### config.mk
export PLATFORM = sky130hd
export DESIGN_NAME = pipe_hazard_ctrl
export DESIGN_NICKNAME = d
export VERILOG_FILES = /design/src/rtl/pipe_ctrl_pkg.sv /design/src/rtl/md_watchdog.sv /design/src/rtl/pipe_hazard_ctrl.sv
export SDC_FILE = /design/constraint.sdc
export NUM_CORES = 1
export LEC_CHECK = 0
export CAP_MARGIN = 40
export CORE_MARGIN = 2
export CORE_UTILIZATION = 41
export DETAILED_ROUTE_END_ITERATION = 16
export PLACE_DENSITY = 0.76
export SETUP_SLACK_MARGIN = 0.5
export SLEW_MARGIN = 20
export SYNTH_ARGS = -nofsm -noshare
export SYNTH_HDL_FRONTEND = slang
export SYNTH_SLANG_ARGS = --single-unit
### constraint.sdc
create_clock -name clock -period 4.43 [get_ports clock]
set_input_delay 1.329 -clock clock [delete_from_list [all_inputs] [get_ports clock]]
set_output_delay 1.329 -clock clock [all_outputs]
set_load 0.005 [all_outputs]
### src/rtl/pipe_ctrl_pkg.sv
// Shared types and helpers for the pipeline hazard/stall controller.
package pipe_ctrl_pkg;

    localparam int REG_W = 5;
    localparam logic [REG_W-1:0] ZERO_REG = 5'd0;

    typedef enum logic [1:0] {
        ST_RUN     = 2'd0,
        ST_FLUSH   = 2'd1,
        ST_MD_WAIT = 2'd2
    } ctrl_state_e;

    // Register 0 is hardwired, so a load targeting it never creates a dependency.
    function automatic logic load_use_hazard(
        input logic             is_load,
        input logic [REG_W-1:0] rd,
        input logic [REG_W-1:0] rs,
        input logic [REG_W-1:0] rt,
        input logic             rs_used,
        input logic             rt_used
    );
        return is_load && (rd != ZERO_REG) &&
               ((rs_used && (rs == rd)) || (rt_used && (rt == rd)));
    endfunction

endpackage

### src/rtl/md_watchdog.sv
// Cycle counter bounding how long the pipeline may wait for the multiplier/divider.
module md_watchdog #(
    parameter int MD_TIMEOUT = 40
) (
    input  logic clock,
    input  logic clr_n,
    input  logic i_clr,
    input  logic i_ena,
    output logic o_tc
);

    localparam int CW = (MD_TIMEOUT > 1) ? $clog2(MD_TIMEOUT) : 1;
    localparam logic [CW-1:0] TC_VAL = CW'(MD_TIMEOUT - 1);
    localparam logic [CW-1:0] ONE    = {{(CW-1){1'b0}}, 1'b1};

    logic [CW-1:0] r_cnt;

    // Count up while enabled, parking at terminal count.
    always_ff @(posedge clock or negedge clr_n) begin
        if (!clr_n) begin
            r_cnt <= '0;
        end else if (i_clr) begin
            r_cnt <= '0;
        end else if (i_ena && (r_cnt != TC_VAL)) begin
            r_cnt <= r_cnt + ONE;
        end else begin
            r_cnt <= r_cnt;
        end
    end

    assign o_tc = (r_cnt == TC_VAL);

endmodule

### src/rtl/pipe_hazard_ctrl.sv
// Hazard/stall controller: drives enables and clears of the five pipeline registers
// for load-use bubbles, redirect flushes and mult/div freezes.
module pipe_hazard_ctrl
    import pipe_ctrl_pkg::*;
#(
    parameter int MD_TIMEOUT = 40,
    parameter int CNT_W      = 16
) (
    input  logic             clock,
    input  logic             clr_n,
    input  logic [REG_W-1:0] d_rs,
    input  logic [REG_W-1:0] d_rt,
    input  logic             d_rs_used,
    input  logic             d_rt_used,
    input  logic             x_is_load,
    input  logic [REG_W-1:0] x_rd,
    input  logic             x_redirect,
    input  logic             x_md_start,
    input  logic             md_ready,
    output logic             pc_ena,
    output logic             fd_ena,
    output logic             dx_ena,
    output logic             xm_ena,
    output logic             mw_ena,
    output logic             fd_clr,
    output logic             dx_clr,
    output logic             md_go,
    output logic             md_timeout,
    output logic [CNT_W-1:0] stall_cycles
);

    localparam logic [CNT_W-1:0] STALL_ONE = {{(CNT_W-1){1'b0}}, 1'b1};

    ctrl_state_e      r_state;
    ctrl_state_e      w_next_state;
    logic             r_fd_clr;
    logic             r_dx_clr;
    logic             w_fd_clr_nxt;
    logic             w_dx_clr_nxt;
    logic             r_md_timeout;
    logic             w_set_timeout;
    logic [CNT_W-1:0] r_stall;
    logic             w_lu;
    logic             w_wd_tc;

    assign w_lu = load_use_hazard(x_is_load, x_rd, d_rs, d_rt, d_rs_used, d_rt_used);

    md_watchdog #(
        .MD_TIMEOUT(MD_TIMEOUT)
    ) u_md_watchdog (
        .clock (clock),
        .clr_n (clr_n),
        .i_clr (r_state != ST_MD_WAIT),
        .i_ena (r_state == ST_MD_WAIT),
        .o_tc  (w_wd_tc)
    );

    // Next-state, enables, start pulse and next values of the registered clears.
    always_comb begin
        w_next_state  = r_state;
        pc_ena        = 1'b1;
        fd_ena        = 1'b1;
        dx_ena        = 1'b1;
        xm_ena        = 1'b1;
        mw_ena        = 1'b1;
        md_go         = 1'b0;
        w_fd_clr_nxt  = 1'b0;
        w_dx_clr_nxt  = 1'b0;
        w_set_timeout = 1'b0;
        case (r_state)
            ST_RUN: begin
                if (x_redirect) begin
                    w_next_state = ST_FLUSH;
                    w_fd_clr_nxt = 1'b1;
                    w_dx_clr_nxt = 1'b1;
                end else if (x_md_start) begin
                    md_go        = 1'b1;
                    pc_ena       = 1'b0;
                    fd_ena       = 1'b0;
                    dx_ena       = 1'b0;
                    xm_ena       = 1'b0;
                    w_next_state = ST_MD_WAIT;
                end else if (w_lu) begin
                    // D/X captures the stalled instruction and is cleared on the next edge.
                    pc_ena       = 1'b0;
                    fd_ena       = 1'b0;
                    w_dx_clr_nxt = 1'b1;
                end else begin
                    w_next_state = ST_RUN;
                end
            end
            ST_FLUSH: begin
                pc_ena       = 1'b0;
                w_next_state = ST_RUN;
            end
            ST_MD_WAIT: begin
                if (md_ready) begin
                    w_next_state = ST_RUN;
                end else if (w_wd_tc) begin
                    w_set_timeout = 1'b1;
                    w_next_state  = ST_RUN;
                end else begin
                    pc_ena = 1'b0;
                    fd_ena = 1'b0;
                    dx_ena = 1'b0;
                    xm_ena = 1'b0;
                end
            end
            default: begin
                w_next_state = ST_RUN;
            end
        endcase
    end

    // State, clear flops, sticky timeout and saturating stall counter.
    always_ff @(posedge clock or negedge clr_n) begin
        if (!clr_n) begin
            r_state      <= ST_RUN;
            r_fd_clr     <= 1'b0;
            r_dx_clr     <= 1'b0;
            r_md_timeout <= 1'b0;
            r_stall      <= '0;
        end else begin
            r_state      <= w_next_state;
            r_fd_clr     <= w_fd_clr_nxt;
            r_dx_clr     <= w_dx_clr_nxt;
            r_md_timeout <= r_md_timeout | w_set_timeout;
            if (!pc_ena && (r_stall != {CNT_W{1'b1}})) begin
                r_stall <= r_stall + STALL_ONE;
            end else begin
                r_stall <= r_stall;
            end
        end
    end

    assign fd_clr       = r_fd_clr;
    assign dx_clr       = r_dx_clr;
    assign md_timeout   = r_md_timeout;
    assign stall_cycles = r_stall;

endmodule

After elaboration in Yosys (flattened, before gate mapping):

Cells that the tools add are included.

* input bits: 23
* output and inout port bits: 25
* bits in registers: 27

* bitwise logic cells: 1
* add/sub/neg operators: 2
* multiplexer cells: 29
* equality and inequality tests: 10
* reductions and logical operators: 12

Operator list (count)
* 2-to-1 mux 1 bit: 18
* adder 16 x 1 -> 16 bit (second input constant): 1
* != test 16 bit (second input constant): 1
* 2-to-1 mux 6 bit: 2
* equality test 5 bit: 2
* 2-to-1 mux 2 bit: 5
* adder 6 x 1 -> 6 bit (second input constant): 1
* equality test 6 bit (second input constant): 1
* logical AND 1 bit: 6
* != test 6 bit (second input constant): 1
* nonzero test 5 bit: 1
* != test 4 bit (second input constant): 1
* one-hot mux 1 bit (2 select lines): 2
* one-hot mux 2 bit (2 select lines): 1
* != test 3 bit (second input constant): 1
* one-hot mux 1 bit (3 select lines): 1
* equality test 2 x 1 -> 1 bit (second input constant): 1
* equality test 2 bit (second input constant): 1
* logical NOT 2 bit: 1
* != test 2 bit (second input constant): 1
* AND reduction 2 bit: 1
* nonzero test 2 bit: 1
* logical NOT 1 bit: 1
* logical OR 1 bit: 1
* bitwise OR 1 bit: 1

Longest topological paths before layout:

Gate-level depths: netlist (run 1).

* word-level depth: 10
* gate-level depth with buffers: 8
* depth with buffers taken out: 7

Modules after synthesis:

A second synthesis (run 1) with hierarchy kept.

* cells, all modules: 150
* area total of the unflattened synthesis: 1627.8 um^2

By module, submodules not included
* pipe_hazard_ctrl: area each 1226.2 um^2, sequential area each 525.5 um^2, cells each 110, times used 1
* md_watchdog: area each 401.6 um^2, sequential area each 150.1 um^2, cells each 40, times used 1

Worst setup path before layout (run 1):

No wires, ideal clock.

* path kind: in2out
* from: in x_rd[1]
* to: out fd_ena
* data required time: 3.101 ns
* arrival: 2.506 ns
* stages: 6
* setup slack: 0.595 ns
* path through: or4_1 o21ai_1 inv_1 a21boi_4 buf_6 or3_1

* cells in the longest elaborated chain, start to end: 8
* elaborated cells between the ends (all ways): 12
* those cells by class: eq/ne: 2; mux: 4; reduce/logical: 6

Ends and longest elaborated chain
* start: declaration: RTL line pipe_hazard_ctrl.sv:16 `input logic [REG_W-1:0] x_rd,`
* equality test 5 bit: RTL line pipe_ctrl_pkg.sv:23 `((rs_used && (rs == rd)) || (rt_used && (rt == rd)));`
* logical AND 1 bit: RTL line pipe_ctrl_pkg.sv:23
* logical OR 1 bit: RTL line pipe_ctrl_pkg.sv:23
* logical AND 1 bit (*): RTL line pipe_ctrl_pkg.sv:22 `return is_load && (rd != ZERO_REG) &&`
* 2-to-1 mux 1 bit (*): RTL line pipe_hazard_ctrl.sv:83 `end else if (w_lu) begin`
* 2-to-1 mux 1 bit (*): RTL line pipe_hazard_ctrl.sv:76 `end else if (x_md_start) begin`
* 2-to-1 mux 1 bit (*): RTL line pipe_hazard_ctrl.sv:72 `if (x_redirect) begin`
* one-hot mux 1 bit (2 select lines) (*): RTL line pipe_hazard_ctrl.sv:70 `case (r_state)`
* end: declaration: RTL line pipe_hazard_ctrl.sv:21 `output logic fd_ena,`

Mark *: on every way between the ends. The rest lies on a longest branch, timed or not.

Final worst setup path (run 1):

* from: in d_rt_used
* to: out fd_ena

* cells in the longest elaborated chain, start to end: 7

Ends and longest elaborated chain
* start: declaration: RTL line pipe_hazard_ctrl.sv:14 `input logic d_rt_used,`
* logical AND 1 bit: RTL line pipe_ctrl_pkg.sv:23
* logical OR 1 bit: RTL line pipe_ctrl_pkg.sv:23
* logical AND 1 bit: RTL line pipe_ctrl_pkg.sv:22
* 2-to-1 mux 1 bit: RTL line pipe_hazard_ctrl.sv:83
* 2-to-1 mux 1 bit: RTL line pipe_hazard_ctrl.sv:76
* 2-to-1 mux 1 bit: RTL line pipe_hazard_ctrl.sv:72
* one-hot mux 1 bit (2 select lines): RTL line pipe_hazard_ctrl.sv:70

No other way between the ends.

==> results of run 1 <==
==> what timing repair did <==
action / CTS / global route
setup buffers: 4 / 2
resized for setup: 39 / 19
pin swaps: 18 / 16
endpoints found under the setup margin: 5 / 3
==> worst max-delay path, cell delays in order <==
cell             delay, ps
clkdlybuf4s50_1        460
nand2_1                 70
o22ai_2                200
a21boi_4                90
or3_1                  300
buf_2                  130
==> synthesized netlist by cell type, types with 2 or more instances <==
cell type  number
a21o_1          2
a21oi_1         2
and3_1          4
and4_1          2
buf_4           2
buf_6           2
dfrtp_1        27
ha_1            2
inv_1           4
mux2i_1         2
nand2_1        11
nand3_1         7
nand4_1         5
nor2_1         11
nor3_1          5
nor3b_1         4
nor4_1          7
nor4b_1         2
or4_1           2
xnor2_1        11
xor2_1         17
==> layer usage <==
metal  vias to the layer above  track usage, %  part of all wire [%]
li1                        631               -                     -
met4                         0            2.93                  0.50
met2                        51            34.0                    53
met3                         2            4.17                   6.2
met1                       625            20.9                    40
met5                         -               0                     0
==> where the power goes <==
part	switching, mW	internal (mW)
Sequential	0.0528	0.281
Combinational	0.0953	0.129
Clock	0.0791	0.0631
Total	0.227	0.473
==> cell usage in the layout, fill, tap and decap left out, types with 7 or more instances in the layout <==
| master | n |
|---|---|
| dfrtp_1 | 27 |
| nor4_1 | 7 |
| dlygate4sd2_1 | 7 |
| nand3_1 | 7 |
| xor2_1 | 17 |
| buf_4 | 12 |
| nand2_1 | 11 |
| xnor2_1 | 9 |
| nor2_1 | 11 |
| clkdlybuf4s50_1 | 23 |
==> kinds of logic after synthesis <==
logic type      Yosys count  synth area share, %
other cells               1                0.248
buf+inv                  10                 4.05
fa+ha+maj                 2                 1.65
xor+xnor                 28                 16.2
simple gates             68                 25.0
mux                       3                 2.07
compound gates           11                 6.12
flops                    27                 44.6
==> area by class of cell <==
class / count / area [um^2] / share of cell area, %
multi-input combinational: 113 / 815 / 38.5
inverter: 4 / 15.0 / 0.710
clock inverter: 1 / 5.00 / 0.237
clock buffer: 3 / 41.3 / 1.95
sequential: 27 / 676 / 31.9
tap: 48 / 60.1 / 2.84
timing repair buffer: 57 / 504 / 23.8
==> flip-flops by register name, summed over array words and instances (netlist names) <==
name                 cells
dx_clr                   1
fd_clr                   1
md_timeout               1
r_state                  2
stall_cycles            16
u_md_watchdog.r_cnt      6
==> path summary, 6_finish.rpt <==
path / start / to / slack [ps] / cells past startpoint
setup / recovery: d_rt_used / fd_ena / 530 / 6
hold reg to reg: md_timeout / md_timeout / 470 / 1
min in group asynchronous: clr_n / dx_clr / 1410 / 2
setup reg to reg: u_md_watchdog.r_cnt[0] / stall_cycles[1] / 2100 / 9
max in group asynchronous: clr_n / stall_cycles[5] / 2750 / 2
hold / removal: md_timeout / md_timeout / 470 / 1
==> through the flow <==
step / setup slack [ps] / cells
final: 529 / 253
after global routing: 447 / 253
after CTS: 425 / 251
after detailed placement: -245 / 243
after global placement: -182 / 243
after floorplan: 595 / 150
==> impl_metrics.py, run 1 <==
metrics = {
    "drt": {
        "drcViolationCount": 0,
        "drt_iter0_markers": 52,
        "avgViaCountPerCell": 5.17,
        "wl_per_cell_um": 14.3,
        "totalWireLength_mm": 3.61,
        "dr_total_vias": 1309,
        "ant_nets": 0,
        "drt_pass1_iterations": 4,
    },
    "placed_design": {
        "post-dp-hpwl_mm": 2.61,
        "gp_congestion": 0.899,
        "postPlaceCellArea_um2": 2030,
        "io_buffers": 46,
    },
    "power": {
        "finalPower_mw": 0.700,
        "ir_worst_vdd_v": 0.000272,
        "p_leak_nw": 1.03,
        "powerDensity_nw_per_um2": 331,
    },
    "floorplanning": {
        "rows": 22,
        "dieWidth_um": 64.8,
        "start_util_pct": 42.0,
        "ioPinCount": 48,
        "die_h_um": 64.8,
        "die_area_um2": 4190,
        "core_um2": 3610,
    },
    "logic_synthesis": {
        "synth_edf_count": 0,
        "ys_seq_area_share_pct": 44.6,
        "syn_nets": 175,
        "synth_top_cell_by_area": "dfrtp_1",
        "synth_cell_type_count": 40,
        "syn_inst": 150,
        "synth_ff_type": "dfrtp_1",
        "netlist_area_um2": 1510,
        "synth_top_cell_area_share_pct": 44.6,
        "yosys-top-cells-area": "dfrtp_1 (45%), xor2_1 (9.8%), xnor2_1 (6.4%)",
        "ys_seq_elements": 27,
        "yosysWarnings": 0,
        "avgSynthCellArea_um2": 10.1,
        "async_reset_ff_share_pct": 100,
    },
    "clock_network": {
        "clkTransAtPathRegs_ps": 100,
        "clock_sinks": 27,
        "cts_tree": "built",
        "cts_hold_buffers": 0,
        "clock_latency_ps": 280,
        "h-tree-depth": 1,
        "root_buffer": "clkbuf_8",
        "numCtsBuffers": 3,
        "cts_buffer_depth": 2,
    },
    "grt": {
        "gr-total-overflow": 0,
        "grt.total_usage_pct": 18.0,
        "grt_max_degree": 28,
        "grt_first_pass_wirelength_mm": 5.93,
        "antenna_found_initial": 0,
        "grt_pass1_vias": 1335,
    },
    "timing": {
        "final.setup_skew_ps": 11.4,
        "hold_viol_final": 0,
        "grt_setup_unrepaired": "yes",
        "setup_viol": 0,
        "finalCritPeriodShare_pct": 88.1,
        "slew_viol_final": 0,
        "finalSetupTns_ps": 0,
        "fin_hold_ws_ps": 465,
        "period_needed_ps": 3900,
        "max_freq_mhz": 256,
    },
    "critical_path": {
        "worst_ep_required_time_ps": 3100,
        "worstPathArrival_ps": 2570,
        "cp_max_fo": 3,
        "crit_path_end_kind": "primary output",
        "critPathKind": "primary input to primary output",
        "worstSetupStartpointType": "primary input",
    },
    "outcome": {
        "outcome": "complete, no violations",
    },
    "finish": {
        "fin_area_um2": 2120,
        "area_growth_pct": 39.8,
        "num_antenna_cells": 0,
        "finalNetCount": 231,
        "fillCellCount": 308,
        "utilization_pct": 58.7,
        "drive_above_1_share_pct": 17.6,
    },
    "job": {
        "cap_violations": 0,
    },
    "hold_path": {
        "hp-class": "flop to flop",
    },
}
No activity file was read; power rests on OpenSTA's default activity.
==> run 2, diff against run 1 <==
Settings changed: MAX_ROUTING_LAYER from default to met4, PLACE_DENSITY 0.76 to 0.77.
==> run 2 against run 1 <==
Compared with the run above: sequential power is essentially flat; non-clock buffer count rose by 3; critical path type unchanged; worst hold slack improved by 30 ps; register-to-register slack improved by 130 ps; utilization increased by 0.97 points; sequential share of layout area decreased by 0.52 points; fmax shrank 3.7%.
==> impl_metrics.py, run 2 (same netlist as run 1, synthesis figures left out) <==
metrics = {
    "grt": {
        "grt_pass1_vias": 1369,
        "antenna_found_initial": 0,
        "use_met2_pct": 35.3,
        "gr-total-overflow": 0,
        "grt-busiest-layer": "met2",
        "grt.total_usage_pct": 19.2,
        "use_met1_pct": 20.9,
        "grt_max_degree": 28,
        "grt_first_pass_wirelength_mm": 6.04,
        "grt_use_met3_pct": 4.34,
    },
    "finish": {
        "fillCellCount": 331,
        "fin_area_um2": 2150,
        "num_antenna_cells": 0,
        "drive_above_1_share_pct": 19.7,
        "final_cell_mix": "dfrtp_1 (27), clkdlybuf4s50_1 (27), xor2_1 (17)",
        "largest_reg_flops": 16,
        "finalNetCount": 234,
        "area_growth_pct": 42.1,
    },
    "timing": {
        "grt_setup_unrepaired": "yes",
        "setup_viol": 0,
        "finalCritPeriodShare_pct": 91.5,
        "final.setup_skew_ps": 6.87,
        "hold_viol_final": 0,
        "period_needed_ps": 4050,
        "fin_hold_ws_ps": 495,
        "slew_viol_final": 0,
        "max_freq_mhz": 247,
    },
    "placed_design": {
        "gp_congestion": 0.788,
        "io_buffers": 46,
        "post-dp-hpwl_mm": 2.71,
        "postPlaceCellArea_um2": 2030,
    },
    "floorplanning": {
        "ioPinCount": 48,
        "die_area_um2": 4190,
        "die_h_um": 64.8,
        "rows": 22,
        "start_util_pct": 42.0,
        "core_um2": 3610,
        "dieWidth_um": 64.8,
    },
    "clock_network": {
        "numCtsBuffers": 3,
        "clkTransAtPathRegs_ps": 90,
        "cts_hold_buffers": 0,
        "h-tree-depth": 1,
        "root_buffer": "clkbuf_8",
        "cts_tree": "built",
        "cts_buffer_depth": 2,
        "clock_latency_ps": 270,
        "clock_sinks": 27,
    },
    "critical_path": {
        "crit_chain": "clkdlybuf4s50_1, nand2_1, o22ai_2, a21boi_4, buf_6, or3_4, buf_6",
        "cp_max_fo": 2,
        "cpMaxStageDelayCell": "clkdlybuf4s50_1",
        "worst_ep_required_time_ps": 3100,
        "path_common_cell": "buf_6",
        "critPathKind": "primary input to primary output",
        "worstSetupStartpointType": "primary input",
        "crit_path_end_kind": "primary output",
        "worstPathArrival_ps": 2720,
        "max_stage_delay_ps": 450,
    },
    "drt": {
        "drt_iter0_markers": 75,
        "avgViaCountPerCell": 5.26,
        "totalWireLength_mm": 3.73,
        "drcViolationCount": 0,
        "ant_nets": 0,
        "wl_per_cell_um": 14.6,
        "dr_total_vias": 1347,
        "drt_pass1_iterations": 4,
    },
    "power": {
        "p_leak_nw": 1.02,
        "ir_worst_vdd_v": 0.000219,
        "powerDensity_nw_per_um2": 328,
    },
    "job": {
        "cap_violations": 0,
    },
    "outcome": {
        "outcome": "complete, no violations",
    },
    "hold_path": {
        "hp-class": "flop to flop",
    },
}
## run 2: cell count changes in the layout (fill, tap and decap cells not counted), moves of 2 or more
| cell | previous run | this run |
|---|---|---|
| xnor2_1 | 9 | 7 |
| xnor2_2 | 2 | 4 |
| clkdlybuf4s50_1 | 23 | 27 |
| buf_6 | 0 | 3 |
| dlygate4sd2_1 | 7 | 4 |
| dlymetal6s2s_1 | 3 | 0 |
## run 2: what timing repair did
item	CTS	global route
buffers inserted	6	2
endpoints found under the setup margin	5	4
pin swaps	20	7
gates resized for setup	49	11
## run 2: layout make-up
cell class,instances,area [um^2],area share (%)
flip-flops and latches,27,676,31.4
clock buffers,3,41.3,1.92
well taps,48,60.1,2.79
repair buffers,60,532,24.7
clock inverters,1,5.00,0.233
inverters,4,15.0,0.698
multi-input cells,113,822,38.2
## run 2: metal layers
metal / wire, um / up-vias / share of wire (%)
li1: - / 637 / -
met1: 1470 / 667 / 40
met2: 2030 / 39 / 54
met3: 196 / 4 / 5.3
met4: 33 / 0 / 0.88
met5: 0 / - / 0
## run 2: worst paths after layout
path,to,depth (start not counted),startpoint,slack (ps)
min in group asynchronous,fd_clr,2,clr_n,1420
max in group asynchronous,stall_cycles[4],2,clr_n,2750
worst min register to register,stall_cycles[10],1,stall_cycles[10],500
worst max register to register,stall_cycles[1],7,u_md_watchdog.r_cnt[0],2230
worst min-delay path,stall_cycles[10],1,stall_cycles[10],500
worst max-delay path,fd_ena,7,d_rs_used,380
## run 2: critical path, delay by kind of cell
| kind | cells | cell delay (ps) |
|---|---|---|
| AO/OA/AOI/OAI | 2 | 320 |
| buffers and inverters | 3 | 690 |
| AND/OR/NAND/NOR | 2 | 380 |
## run 2: through the flow
| step | power [mW] | utilization, % | instances | setup slack, ps | TNS (ps) |
|---|---|---|---|---|---|
| finish | 0.706 | 59.6 | 256 | 378 | 0 |
| global route | 0.751 | 59.6 | 256 | 349 | 0 |
| CTS | 0.702 | 58.8 | 254 | 423 | 0 |
| detailed placement | 0.556 | 56.4 | 244 | -261 | -481 |
| global placement | 0.546 | 56.4 | 244 | -166 | -320 |
| floorplan | 0.430 | - | 150 | 595 | 0 |
## run 2: power breakdown
group / switching (mW) / total (mW) / internal (mW)
sequential: 0.0500 / 0.331 / 0.281
clock: 0.0786 / 0.142 / 0.0631
combinational: 0.0986 / 0.234 / 0.135
total: 0.227 / 0.706 / 0.479
==> run 3, diff against run 2 <==
Settings changed: ABC_CLOCK_PERIOD_IN_PS from default to 4430.
==> results of run 3 <==
Final layout, timing and power as in run 2 (identical DEF).
